===== src/rtl/l1_l2_req_arb_pkg.sv =====
// rtl/l1_l2_req_arb_pkg.sv - shared types and opcodes for the L1-to-L2 request arbiter
package l1_l2_req_arb_pkg;

  typedef enum logic [1:0] {
    IDLE     = 2'd0,
    ISSUE    = 2'd1,
    WAIT_RSP = 2'd2
  } arb_state_t;

  typedef enum logic {
    OWNER_L1D = 1'b0,
    OWNER_L1I = 1'b1
  } arb_owner_t;

  localparam logic [3:0] MEM_LW = 4'd4;

endpackage


===== src/rtl/l1_l2_req_arb_if.sv =====
// rtl/l1_l2_req_arb_if.sv - L1D/L1I request/response and L2 request bus bundle
interface l1_l2_req_arb_if #(
  parameter int ADDR_W = 64,
  parameter int DATA_W = 128,
  parameter int OP_W   = 4
);

  logic              l1d_req_valid;
  logic [ADDR_W-1:0] l1d_req_addr;
  logic [OP_W-1:0]   l1d_req_opcode;
  logic [DATA_W-1:0] l1d_req_store_data;
  logic              l1d_req_ack;
  logic              l1d_rsp_valid;

  logic              l1i_req_valid;
  logic [ADDR_W-1:0] l1i_req_addr;
  logic              l1i_req_ack;
  logic              l1i_rsp_valid;

  logic [DATA_W-1:0] l1_rsp_data;

  logic              l2_req_valid;
  logic [ADDR_W-1:0] l2_req_addr;
  logic [OP_W-1:0]   l2_req_opcode;
  logic [DATA_W-1:0] l2_req_store_data;
  logic              l2_req_ready;
  logic              l2_rsp_valid;
  logic [DATA_W-1:0] l2_rsp_data;

  // Arbiter view.
  modport master (
    input  l1d_req_valid, l1d_req_addr, l1d_req_opcode, l1d_req_store_data,
    output l1d_req_ack, l1d_rsp_valid,
    input  l1i_req_valid, l1i_req_addr,
    output l1i_req_ack, l1i_rsp_valid,
    output l1_rsp_data,
    output l2_req_valid, l2_req_addr, l2_req_opcode, l2_req_store_data,
    input  l2_req_ready, l2_rsp_valid, l2_rsp_data
  );

  // Caches and L2 view.
  modport slave (
    output l1d_req_valid, l1d_req_addr, l1d_req_opcode, l1d_req_store_data,
    input  l1d_req_ack, l1d_rsp_valid,
    output l1i_req_valid, l1i_req_addr,
    input  l1i_req_ack, l1i_rsp_valid,
    input  l1_rsp_data,
    input  l2_req_valid, l2_req_addr, l2_req_opcode, l2_req_store_data,
    output l2_req_ready, l2_rsp_valid, l2_rsp_data
  );

endinterface


===== src/rtl/l1_l2_req_arb_rr_pick2.sv =====
// rtl/l1_l2_req_arb_rr_pick2.sv - two-input round-robin picker (bit0 = L1D, bit1 = L1I)
module l1_l2_req_arb_rr_pick2
  import l1_l2_req_arb_pkg::*;
(
  input  logic [1:0] req,
  input  arb_owner_t last_grant,
  output logic [1:0] gnt
);

  always_comb begin
    gnt = 2'b00;
    case (req)
      2'b01:   gnt = 2'b01;
      2'b10:   gnt = 2'b10;
      2'b11:   gnt = (last_grant == OWNER_L1I) ? 2'b01 : 2'b10;
      default: gnt = 2'b00;
    endcase
  end

endmodule


===== src/rtl/l1_l2_req_arb.sv =====
// rtl/l1_l2_req_arb.sv - single-outstanding L1D/L1I to L2 request arbiter; optional ARB_PERF_COUNTERS_EN
module l1_l2_req_arb
  import l1_l2_req_arb_pkg::*;
#(
  parameter int              ADDR_W      = 64,
  parameter int              DATA_W      = 128,
  parameter int              OP_W        = 4,
  parameter logic [OP_W-1:0] L1I_FILL_OP = MEM_LW
) (
  input  logic                  clk,
  input  logic                  reset,
  l1_l2_req_arb_if.master       bus,
  input  logic                  flush_active,
  output logic                  arb_idle
`ifdef ARB_PERF_COUNTERS_EN
  ,output logic [63:0]          l1d_grants
  ,output logic [63:0]          l1i_grants
  ,output logic [63:0]          conflict_cycles
`endif
);

  arb_state_t        state_q, state_d;
  arb_owner_t        owner_q, owner_d;
  arb_owner_t        last_grant_q, last_grant_d;
  logic [ADDR_W-1:0] addr_q, addr_d;
  logic [OP_W-1:0]   opcode_q, opcode_d;
  logic [DATA_W-1:0] store_data_q, store_data_d;
  logic [DATA_W-1:0] rsp_data_q, rsp_data_d;
  logic              l2_req_valid_q, l2_req_valid_d;
  logic              l1d_ack_q, l1d_ack_d;
  logic              l1i_ack_q, l1i_ack_d;
  logic              l1d_rsp_q, l1d_rsp_d;
  logic              l1i_rsp_q, l1i_rsp_d;
  logic              arb_idle_q, arb_idle_d;

  logic [1:0]        req;
  logic [1:0]        gnt;
  logic              grant_en;
  logic              complete;

  assign req = {bus.l1i_req_valid, bus.l1d_req_valid};

  l1_l2_req_arb_rr_pick2 u_pick (
    .req        (req),
    .last_grant (last_grant_q),
    .gnt        (gnt)
  );

  assign grant_en = (state_q == IDLE) && !flush_active && (gnt != 2'b00);

  always_comb begin
    state_d        = state_q;
    owner_d        = owner_q;
    last_grant_d   = last_grant_q;
    addr_d         = addr_q;
    opcode_d       = opcode_q;
    store_data_d   = store_data_q;
    rsp_data_d     = rsp_data_q;
    l2_req_valid_d = l2_req_valid_q;
    l1d_ack_d      = 1'b0;
    l1i_ack_d      = 1'b0;
    l1d_rsp_d      = 1'b0;
    l1i_rsp_d      = 1'b0;
    complete       = 1'b0;

    case (state_q)
      IDLE: begin
        if (grant_en) begin
          state_d        = ISSUE;
          l2_req_valid_d = 1'b1;
          if (gnt[0]) begin
            owner_d      = OWNER_L1D;
            last_grant_d = OWNER_L1D;
            addr_d       = bus.l1d_req_addr;
            opcode_d     = bus.l1d_req_opcode;
            store_data_d = bus.l1d_req_store_data;
            l1d_ack_d    = 1'b1;
          end else if (gnt[1]) begin
            owner_d      = OWNER_L1I;
            last_grant_d = OWNER_L1I;
            addr_d       = bus.l1i_req_addr;
            opcode_d     = L1I_FILL_OP;
            store_data_d = '0;
            l1i_ack_d    = 1'b1;
          end
        end
      end
      ISSUE: begin
        if (bus.l2_req_ready) begin
          l2_req_valid_d = 1'b0;
          if (bus.l2_rsp_valid) begin
            complete = 1'b1;
          end else begin
            state_d = WAIT_RSP;
          end
        end
      end
      WAIT_RSP: begin
        if (bus.l2_rsp_valid) begin
          complete = 1'b1;
        end
      end
      default: state_d = IDLE;
    endcase

    // An L2 response that collapses onto the accept cycle finishes the same way as one in WAIT_RSP.
    if (complete) begin
      state_d    = IDLE;
      rsp_data_d = bus.l2_rsp_data;
      l1d_rsp_d  = (owner_q == OWNER_L1D);
      l1i_rsp_d  = (owner_q == OWNER_L1I);
    end

    arb_idle_d = (state_d == IDLE) && !l1d_rsp_d && !l1i_rsp_d;
  end

  always_ff @(posedge clk or negedge reset) begin
    if (!reset) begin
      state_q        <= IDLE;
      owner_q        <= OWNER_L1D;
      last_grant_q   <= OWNER_L1I;
      addr_q         <= '0;
      opcode_q       <= '0;
      store_data_q   <= '0;
      rsp_data_q     <= '0;
      l2_req_valid_q <= 1'b0;
      l1d_ack_q      <= 1'b0;
      l1i_ack_q      <= 1'b0;
      l1d_rsp_q      <= 1'b0;
      l1i_rsp_q      <= 1'b0;
      arb_idle_q     <= 1'b0;
    end else begin
      state_q        <= state_d;
      owner_q        <= owner_d;
      last_grant_q   <= last_grant_d;
      addr_q         <= addr_d;
      opcode_q       <= opcode_d;
      store_data_q   <= store_data_d;
      rsp_data_q     <= rsp_data_d;
      l2_req_valid_q <= l2_req_valid_d;
      l1d_ack_q      <= l1d_ack_d;
      l1i_ack_q      <= l1i_ack_d;
      l1d_rsp_q      <= l1d_rsp_d;
      l1i_rsp_q      <= l1i_rsp_d;
      arb_idle_q     <= arb_idle_d;
    end
  end

  assign bus.l1d_req_ack       = l1d_ack_q;
  assign bus.l1i_req_ack       = l1i_ack_q;
  assign bus.l1d_rsp_valid     = l1d_rsp_q;
  assign bus.l1i_rsp_valid     = l1i_rsp_q;
  assign bus.l1_rsp_data       = rsp_data_q;
  assign bus.l2_req_valid      = l2_req_valid_q;
  assign bus.l2_req_addr       = addr_q;
  assign bus.l2_req_opcode     = opcode_q;
  assign bus.l2_req_store_data = store_data_q;
  assign arb_idle              = arb_idle_q;

`ifdef ARB_PERF_COUNTERS_EN
  logic [63:0] l1d_grants_q, l1d_grants_d;
  logic [63:0] l1i_grants_q, l1i_grants_d;
  logic [63:0] conflict_q, conflict_d;
  logic        conflict;

  // Counts both true ties and cycles where a pending request cannot be served at all.
  always_comb begin
    conflict = ((state_q == IDLE) && (req == 2'b11)) ||
               ((req != 2'b00) && ((state_q != IDLE) || flush_active));
    l1d_grants_d = l1d_grants_q + {63'd0, grant_en & gnt[0]};
    l1i_grants_d = l1i_grants_q + {63'd0, grant_en & gnt[1]};
    conflict_d   = conflict_q + {63'd0, conflict};
  end

  always_ff @(posedge clk or negedge reset) begin
    if (!reset) begin
      l1d_grants_q <= '0;
      l1i_grants_q <= '0;
      conflict_q   <= '0;
    end else begin
      l1d_grants_q <= l1d_grants_d;
      l1i_grants_q <= l1i_grants_d;
      conflict_q   <= conflict_d;
    end
  end

  assign l1d_grants      = l1d_grants_q;
  assign l1i_grants      = l1i_grants_q;
  assign conflict_cycles = conflict_q;
`endif

endmodule


===== src/flat_wrapper.sv =====
// flat-port wrapper written by rule: the top's interface ports become plain ports
module l1_l2_req_arb_flat import l1_l2_req_arb_pkg::*;
#(
  parameter int              ADDR_W      = 64,
  parameter int              DATA_W      = 128,
  parameter int              OP_W        = 4,
  parameter logic [OP_W-1:0] L1I_FILL_OP = MEM_LW
)
  (clk, reset, flush_active, arb_idle, bus_l1d_req_valid, bus_l1d_req_addr, bus_l1d_req_opcode, bus_l1d_req_store_data, bus_l1d_req_ack, bus_l1d_rsp_valid, bus_l1i_req_valid, bus_l1i_req_addr, bus_l1i_req_ack, bus_l1i_rsp_valid, bus_l1_rsp_data, bus_l2_req_valid, bus_l2_req_addr, bus_l2_req_opcode, bus_l2_req_store_data, bus_l2_req_ready, bus_l2_rsp_valid, bus_l2_rsp_data);
  l1_l2_req_arb_if #(.ADDR_W(ADDR_W), .DATA_W(DATA_W), .OP_W(OP_W)) bus_i ();
  input  logic clk;
  input  logic reset;
  input  logic flush_active;
  output logic arb_idle;
  input wire logic [$bits(bus_i.l1d_req_valid)-1:0] bus_l1d_req_valid;
  input wire logic [$bits(bus_i.l1d_req_addr)-1:0] bus_l1d_req_addr;
  input wire logic [$bits(bus_i.l1d_req_opcode)-1:0] bus_l1d_req_opcode;
  input wire logic [$bits(bus_i.l1d_req_store_data)-1:0] bus_l1d_req_store_data;
  output wire logic [$bits(bus_i.l1d_req_ack)-1:0] bus_l1d_req_ack;
  output wire logic [$bits(bus_i.l1d_rsp_valid)-1:0] bus_l1d_rsp_valid;
  input wire logic [$bits(bus_i.l1i_req_valid)-1:0] bus_l1i_req_valid;
  input wire logic [$bits(bus_i.l1i_req_addr)-1:0] bus_l1i_req_addr;
  output wire logic [$bits(bus_i.l1i_req_ack)-1:0] bus_l1i_req_ack;
  output wire logic [$bits(bus_i.l1i_rsp_valid)-1:0] bus_l1i_rsp_valid;
  output wire logic [$bits(bus_i.l1_rsp_data)-1:0] bus_l1_rsp_data;
  output wire logic [$bits(bus_i.l2_req_valid)-1:0] bus_l2_req_valid;
  output wire logic [$bits(bus_i.l2_req_addr)-1:0] bus_l2_req_addr;
  output wire logic [$bits(bus_i.l2_req_opcode)-1:0] bus_l2_req_opcode;
  output wire logic [$bits(bus_i.l2_req_store_data)-1:0] bus_l2_req_store_data;
  input wire logic [$bits(bus_i.l2_req_ready)-1:0] bus_l2_req_ready;
  input wire logic [$bits(bus_i.l2_rsp_valid)-1:0] bus_l2_rsp_valid;
  input wire logic [$bits(bus_i.l2_rsp_data)-1:0] bus_l2_rsp_data;
  assign bus_i.l1d_req_valid = bus_l1d_req_valid;
  assign bus_i.l1d_req_addr = bus_l1d_req_addr;
  assign bus_i.l1d_req_opcode = bus_l1d_req_opcode;
  assign bus_i.l1d_req_store_data = bus_l1d_req_store_data;
  assign bus_l1d_req_ack = bus_i.l1d_req_ack;
  assign bus_l1d_rsp_valid = bus_i.l1d_rsp_valid;
  assign bus_i.l1i_req_valid = bus_l1i_req_valid;
  assign bus_i.l1i_req_addr = bus_l1i_req_addr;
  assign bus_l1i_req_ack = bus_i.l1i_req_ack;
  assign bus_l1i_rsp_valid = bus_i.l1i_rsp_valid;
  assign bus_l1_rsp_data = bus_i.l1_rsp_data;
  assign bus_l2_req_valid = bus_i.l2_req_valid;
  assign bus_l2_req_addr = bus_i.l2_req_addr;
  assign bus_l2_req_opcode = bus_i.l2_req_opcode;
  assign bus_l2_req_store_data = bus_i.l2_req_store_data;
  assign bus_i.l2_req_ready = bus_l2_req_ready;
  assign bus_i.l2_rsp_valid = bus_l2_rsp_valid;
  assign bus_i.l2_rsp_data = bus_l2_rsp_data;
  l1_l2_req_arb #(.ADDR_W(ADDR_W), .DATA_W(DATA_W), .OP_W(OP_W), .L1I_FILL_OP(L1I_FILL_OP)) u_core (.clk(clk), .reset(reset), .bus(bus_i), .flush_active(flush_active), .arb_idle(arb_idle));
endmodule

===== config.mk =====
export PLATFORM = sky130hd
export DESIGN_NAME = l1_l2_req_arb_flat
export DESIGN_NICKNAME = d
export VERILOG_FILES = /design/src/rtl/l1_l2_req_arb_pkg.sv /design/src/rtl/l1_l2_req_arb_if.sv /design/src/rtl/l1_l2_req_arb_rr_pick2.sv /design/src/rtl/l1_l2_req_arb.sv /design/src/flat_wrapper.sv
export SDC_FILE = /design/constraint.sdc
export NUM_CORES = 1
export LEC_CHECK = 0
export BUFFER_PORTS_ARGS = -buffer_cell sky130_fd_sc_hd__buf_2
export CORE_AREA = 5 5 282 284
export CTS_CLUSTER_DIAMETER = 30
export DETAILED_ROUTE_END_ITERATION = 12
export DIE_AREA = 0 0 287 289
export PLACE_DENSITY = 0.39
export RECOVER_POWER = 25
export REMOVE_ABC_BUFFERS = 1
export SYNTH_ARGS = -nofsm -noshare
export SYNTH_HDL_FRONTEND = slang
export SYNTH_SLANG_ARGS = --single-unit

===== constraint.sdc =====
create_clock -name clk -period 1.7 [get_ports clk]
set_clock_uncertainty 0.05 [all_clocks]
set_input_delay 0.17 -clock clk [delete_from_list [all_inputs] [get_ports clk]]
set_output_delay 0.17 -clock clk [all_outputs]
set_load 0.005 [all_outputs]

# Yosys cells after proc, flatten, opt, wreduce, memory -nomap -nowiden
# Cells that the tools add are included.
# word_totals
register_bits	334
input_bits	395
output_inout_bits	330
elab_cells	64
# classes
n_mux	30
reduce_logical	13
n_eq_ne	7
n_bitwise	1
# ops
op	n
128-bit 2-to-1 mux	2
64-bit 2-to-1 mux	2
1-bit 2-to-1 mux	15
2-bit one-hot mux with 3 select lines	2
2-bit 2-to-1 mux	5
4-bit 2-to-1 mux	2
2-bit == test, second input constant	3
3-bit AND reduction	2
2-bit by 1-bit == test with 1-bit output, second input constant	2
1-bit logical AND	4
2-bit logical NOT	2
1-bit one-hot mux with 2 select lines	2
2-bit nonzero test	2
1-bit logical NOT	3
2-bit by 1-bit != test with 1-bit output, second input constant	1
2-bit != test, second input constant	1
1-bit NOT	1

# Depth between registers and ports, before layout
# logic_depth
ltp_word	10
ltp_mapped	9
ltp_nobuf	6

# Hierarchy
# Synthesis repeated with hierarchy kept, for this count alone.
# hier_totals
cells_unflattened	896
hier_area_um2	12861.1
# by_module_without_submodules
mod	n_inst	seq_area_each_um2	cells_each	area_each_um2
l1_l2_req_arb	1	8359.3	893	12842.3
l1_l2_req_arb_rr_pick2	1	0.0	3	18.8

# Worst setup path after synthesis
# OpenSTA, ideal clock, no wires.
# synth_timing
kind	flip-flop to flip-flop
from	register u_core.state_q[0]
to	register u_core.addr_q[26] (netlist: u_core.bus.l2_req_addr[26])
path_buffers	3
arrival_ps	1667
path_stages_with_launch	10
required_time_ps	1523
setup_ps	127
path_slack_ps	-144
synth_period_minus_slack_ps	1844
cell_sequence	dfrtp_1 inv_1 ha_1 nor2b_4 and3_4 buf_6 buf_6 buf_6 a222oi_1 inv_1
# synth_via
elab_chain_cells	4
# synth_rtl
item	line_no	rtl
start: declaration	l1_l2_req_arb.sv:22	arb_state_t state_q, state_d;
start signal: assignment	l1_l2_req_arb.sv:133	state_q <= state_d;
2-bit logical NOT *	l1_l2_req_arb.sv:49, l1_l2_req_arb.sv:66	
1-bit logical AND (2 in a row)	l1_l2_req_arb.sv:49	assign grant_en = (state_q == IDLE) && !flush_active && (gnt != 2'b00);
3-bit AND reduction (no line) *	-	
end signal: assignment	l1_l2_req_arb.sv:136	addr_q <= addr_d;
end: declaration	l1_l2_req_arb.sv:25	logic [ADDR_W-1:0] addr_q, addr_d;
# Mark *: on every way between the ends. The rest lies on a longest branch, timed or not.
# A chain may end at the register's enable or synchronous reset.

# Final worst setup path
# layout_timing
from	register u_core.state_q[1]
to	register u_core.rsp_data_q[27] (netlist: u_core.bus.l1_rsp_data[27])
# layout_via
elab_chain_cells	2
elab_cells_between_ends	3
classes_between	eq/ne: 2; mux: 1
# layout_rtl
item	line_no	rtl
2-bit == test or 2-bit by 1-bit == test with 1-bit output (tied branches)	l1_l2_req_arb.sv:66	case (state_q)
1-bit one-hot mux with 2 select lines *	l1_l2_req_arb.sv:66	
end signal: assignment	l1_l2_req_arb.sv:139	rsp_data_q <= rsp_data_d;
end: declaration	l1_l2_req_arb.sv:28	logic [DATA_W-1:0] rsp_data_q, rsp_data_d;
# Marks and branches as above.

==> summary.md <==
| Metric | Value |
|---|---|
| Hold Crit Class | `input pin to flip-flop` |
| Vias | `12810` |
| Crit end category | `flip-flop` |
| Outcome | `finished with violations` |
| Vias in the first global route | `14100` |
| Worst setup startpoint | `u_core.state_q[1]` |
| Critical path required time | `2120 ps` |
| Final hold vios | `0` |
| RD Place Congestion | `0.8265` |
| All-Layer GR Usage | `13.97%` |
| Endpoints failing setup | `308` |
| Launch point of the worst reg-to-reg path | `u_core.state_q[1]` |
| RSZ-0062 raised after global routing | `true` |
| # Max-Cap Violations | `0` |
| Clock transition at the registers of the reported paths | `50 ps` |
| Minimum clock period | `1920 ps` |
| Core area | `76830 um2` |
| Leakage Power | `0.01350 uW` |
| Synth unique cells | `33` |
| CTS buffer count | `86` |
| Drt pass-1 iters | `8` |
| Die W | `287 um` |
| Layout Nets | `2511` |
| Final TNS setup | `-36100 ps` |
| Longest Clk Path Bufs | `3` |
| Total power | `48390 uW` |
| Post-synthesis cell count | `827` |
| Vias/cell | `3.971` |
| Most frequent cells in the layout | `723 x buf_2, 393 x dlygate4sd3_1, 333 x dfrtp_1` |
| Clock root buffer | `clkbuf_16` |
| VDD IR-drop max | `0.0008462 V` |
| DP Cell Count | `2601` |
| IO Pins | `725` |
| Setup crit start kind | `flip-flop` |
| Critical Path AT | `2340 ps` |
| DRT antenna net count | `0` |
| FP Rows | `102` |
| Setup CP Type | `flip-flop to flip-flop` |
| Sink Count | `334` |
| P per Cell Area | `1797 nW/um2` |
| Initial antenna violation count | `8` |
| Syn_area_per_cell | `15.07 um2` |
| Crit share post-route | `112.9%` |
| Yosys warns | `0` |
| Maximum clock rate | `520.9 MHz` |
| Worst setup margin | `-219.7 ps` |
| Clock Latency Late Sink | `580 ps` |
| Share of layout cells above drive strength 1 | `53.39%` |
| Total die area | `82940 um2` |
| Worst-Margin Slew | `997.8 ps` |
| Final Hold Slack | `200.9 ps` |
| Top cells by area, synth | `dfrtp_1 67%, mux2_2 10%, a22o_1 9.2%` |
| Initial cell density of the core | `16.23%` |
| Cell taking the most area after synthesis | `dfrtp_1` |
| Failing checks | `setup timing` |
| Area post-placement | `17970 um2` |
| Die Ht | `289 um` |
| Slew Limit Fails | `0` |
| Synth Cell Area | `12470 um2` |
| Initial DRC Count | `734` |
| Final HPWL DP | `41760 um` |
| Drt wl/cell | `20.05 um` |
| Largest net degree at the start of global routing | `54` |
| Area growth from synthesis to layout | `116.0%` |
| Port bufs | `724` |
| Hold path startpoint | `bus_l1i_req_valid` |
| First-pass GRT wire length | `88120 um` |
| Top cell type's share of synthesized area | `66.84%` |
| DRC violations left | `0` |
| GRT overflow | `0` |
| Slew HR | `33.48%` |
| Commonest non-fill, non-tap cell in the layout | `buf_2` |
| Register area share after synthesis | `67.05%` |
| Final non-filler cell total | `3226` |
| H-tree levels | `3` |
| Synth Register Bits | `334` |
| Routed WL | `64680 um` |
| CP max FO | `8` |
| Final instance area | `26930 um2` |
| CTS tree | `yes` |
layer usage:
layer / GRT usage, % / vias to the layer above / share of wire, %
li1: - / 5716 / -
met1: 15.91 / 6203 / 38
met2: 23.56 / 726 / 49
met3: 4.272 / 158 / 8.1
met4: 7.587 / 8 / 4.6
met5: 0 / - / 0.063
Yosys cell counts (all sizes together):
cell    instances
a211oi          1
a21boi          1
a21o            2
a21oi           5
a222oi         64
a22o          131
and2            2
and3            2
buf            52
clkbuf         13
dfrtp         333
dfstp           1
ha              4
inv            69
mux2          128
nand2           4
nand2b          2
nand3b          1
nor2            3
nor2b           1
nor3            2
nor4            1
o211a           1
o21ai           1
o21ba           1
o22ai           1
or2             1
kinds of logic (layout without fill, tap and decap cells):
kind of cell	after synthesis	count (layout)	share of synthesized area, %
compound gates	208	208	15.03
flops	334	334	67.05
simple gates	19	20	0.9435
buf+inv	134	1490	5.008
mux	128	128	11.56
other cells	0	2	0
fa+ha+maj	4	4	0.4015
worst max-delay path, stage by stage, from the launching register on:
cell and delay (ps):
dfrtp_1 390, inv_2 80, buf_4 110, ha_4 130
a21oi_4 60, nor2_4 150, buf_12 160, buf_16 170
clkbuf_16 160, mux2_2 330
final cells by class:
| class | count | area [um2] |
|---|---|---|
| Antenna cell | 2 | 5.005 |
| Clock buffer | 105 | 2326 |
| Timing Repair Buffer | 1261 | 10000 |
| Fill cell | 7625 | 49900 |
| Sequential cell | 334 | 8359 |
| Multi-Input combinational cell | 360 | 3805 |
| Tap cell | 1040 | 1301 |
| Inverter | 69 | 259.0 |
| Clock inverter | 55 | 869.6 |
per-stage QoR:
| stage | worst slack (ps) | utilization [%] |
|---|---|---|
| global route | -274.3 | 35.04 |
| detailed placement | -228.8 | 23.39 |
| finish | -219.7 | 35.05 |
| floorplan | -3113 | - |
| CTS | -174.1 | 33.92 |
| global placement | -229.2 | 23.39 |
state kept, by name (all words and copies together) (netlist names):
register and count:
u_core.bus.l2_req_addr 64, u_core.owner_q 1, u_core.bus.l1_rsp_data 128, u_core.bus.l2_req_valid 1
u_core.bus.l1d_rsp_valid 1, u_core.bus.l2_req_opcode 4, u_core.state_q 2, u_core.bus.l2_req_store_data 128
u_core.bus.l1i_rsp_valid 1, u_core.bus.l1d_req_ack 1, u_core.last_grant_q 1, u_core.arb_idle 1
u_core.bus.l1i_req_ack 1
final timing paths:
check	end	slack, ps	cells past startpoint
max in group asynchronous	u_core.bus.l1_rsp_data[99]	30	4
worst min register to register	u_core.bus.l2_req_addr[46]	430	2
worst max-delay path	u_core.bus.l1_rsp_data[27]	-220	9
min in group asynchronous	u_core.bus.l2_req_store_data[108]	240	2
worst max register to register	u_core.bus.l1_rsp_data[27]	-220	9
worst min-delay path	u_core.state_q[1]	200	5
report_power, final:
group,total (uW),internal (uW),switching (uW),leakage (uW)
registers,14200,11900,2320,0.00419
logic,16500,9540,6940,0.00776
clock network,17700,12500,5240,0.00155
total,48400,33900,14500,0.0135
timing repair:
item | CTS | global route
hold buffers | 394 | 0
endpoints found under the hold margin | 660 | 0
cloned | 19 | 26
setup endpoints to repair | 320 | 348
gates resized for setup | 68 | 77
buffers inserted | 15 | 14
pin swaps | 67 | 69
Note: power is estimated with default switching activity, not from simulation.
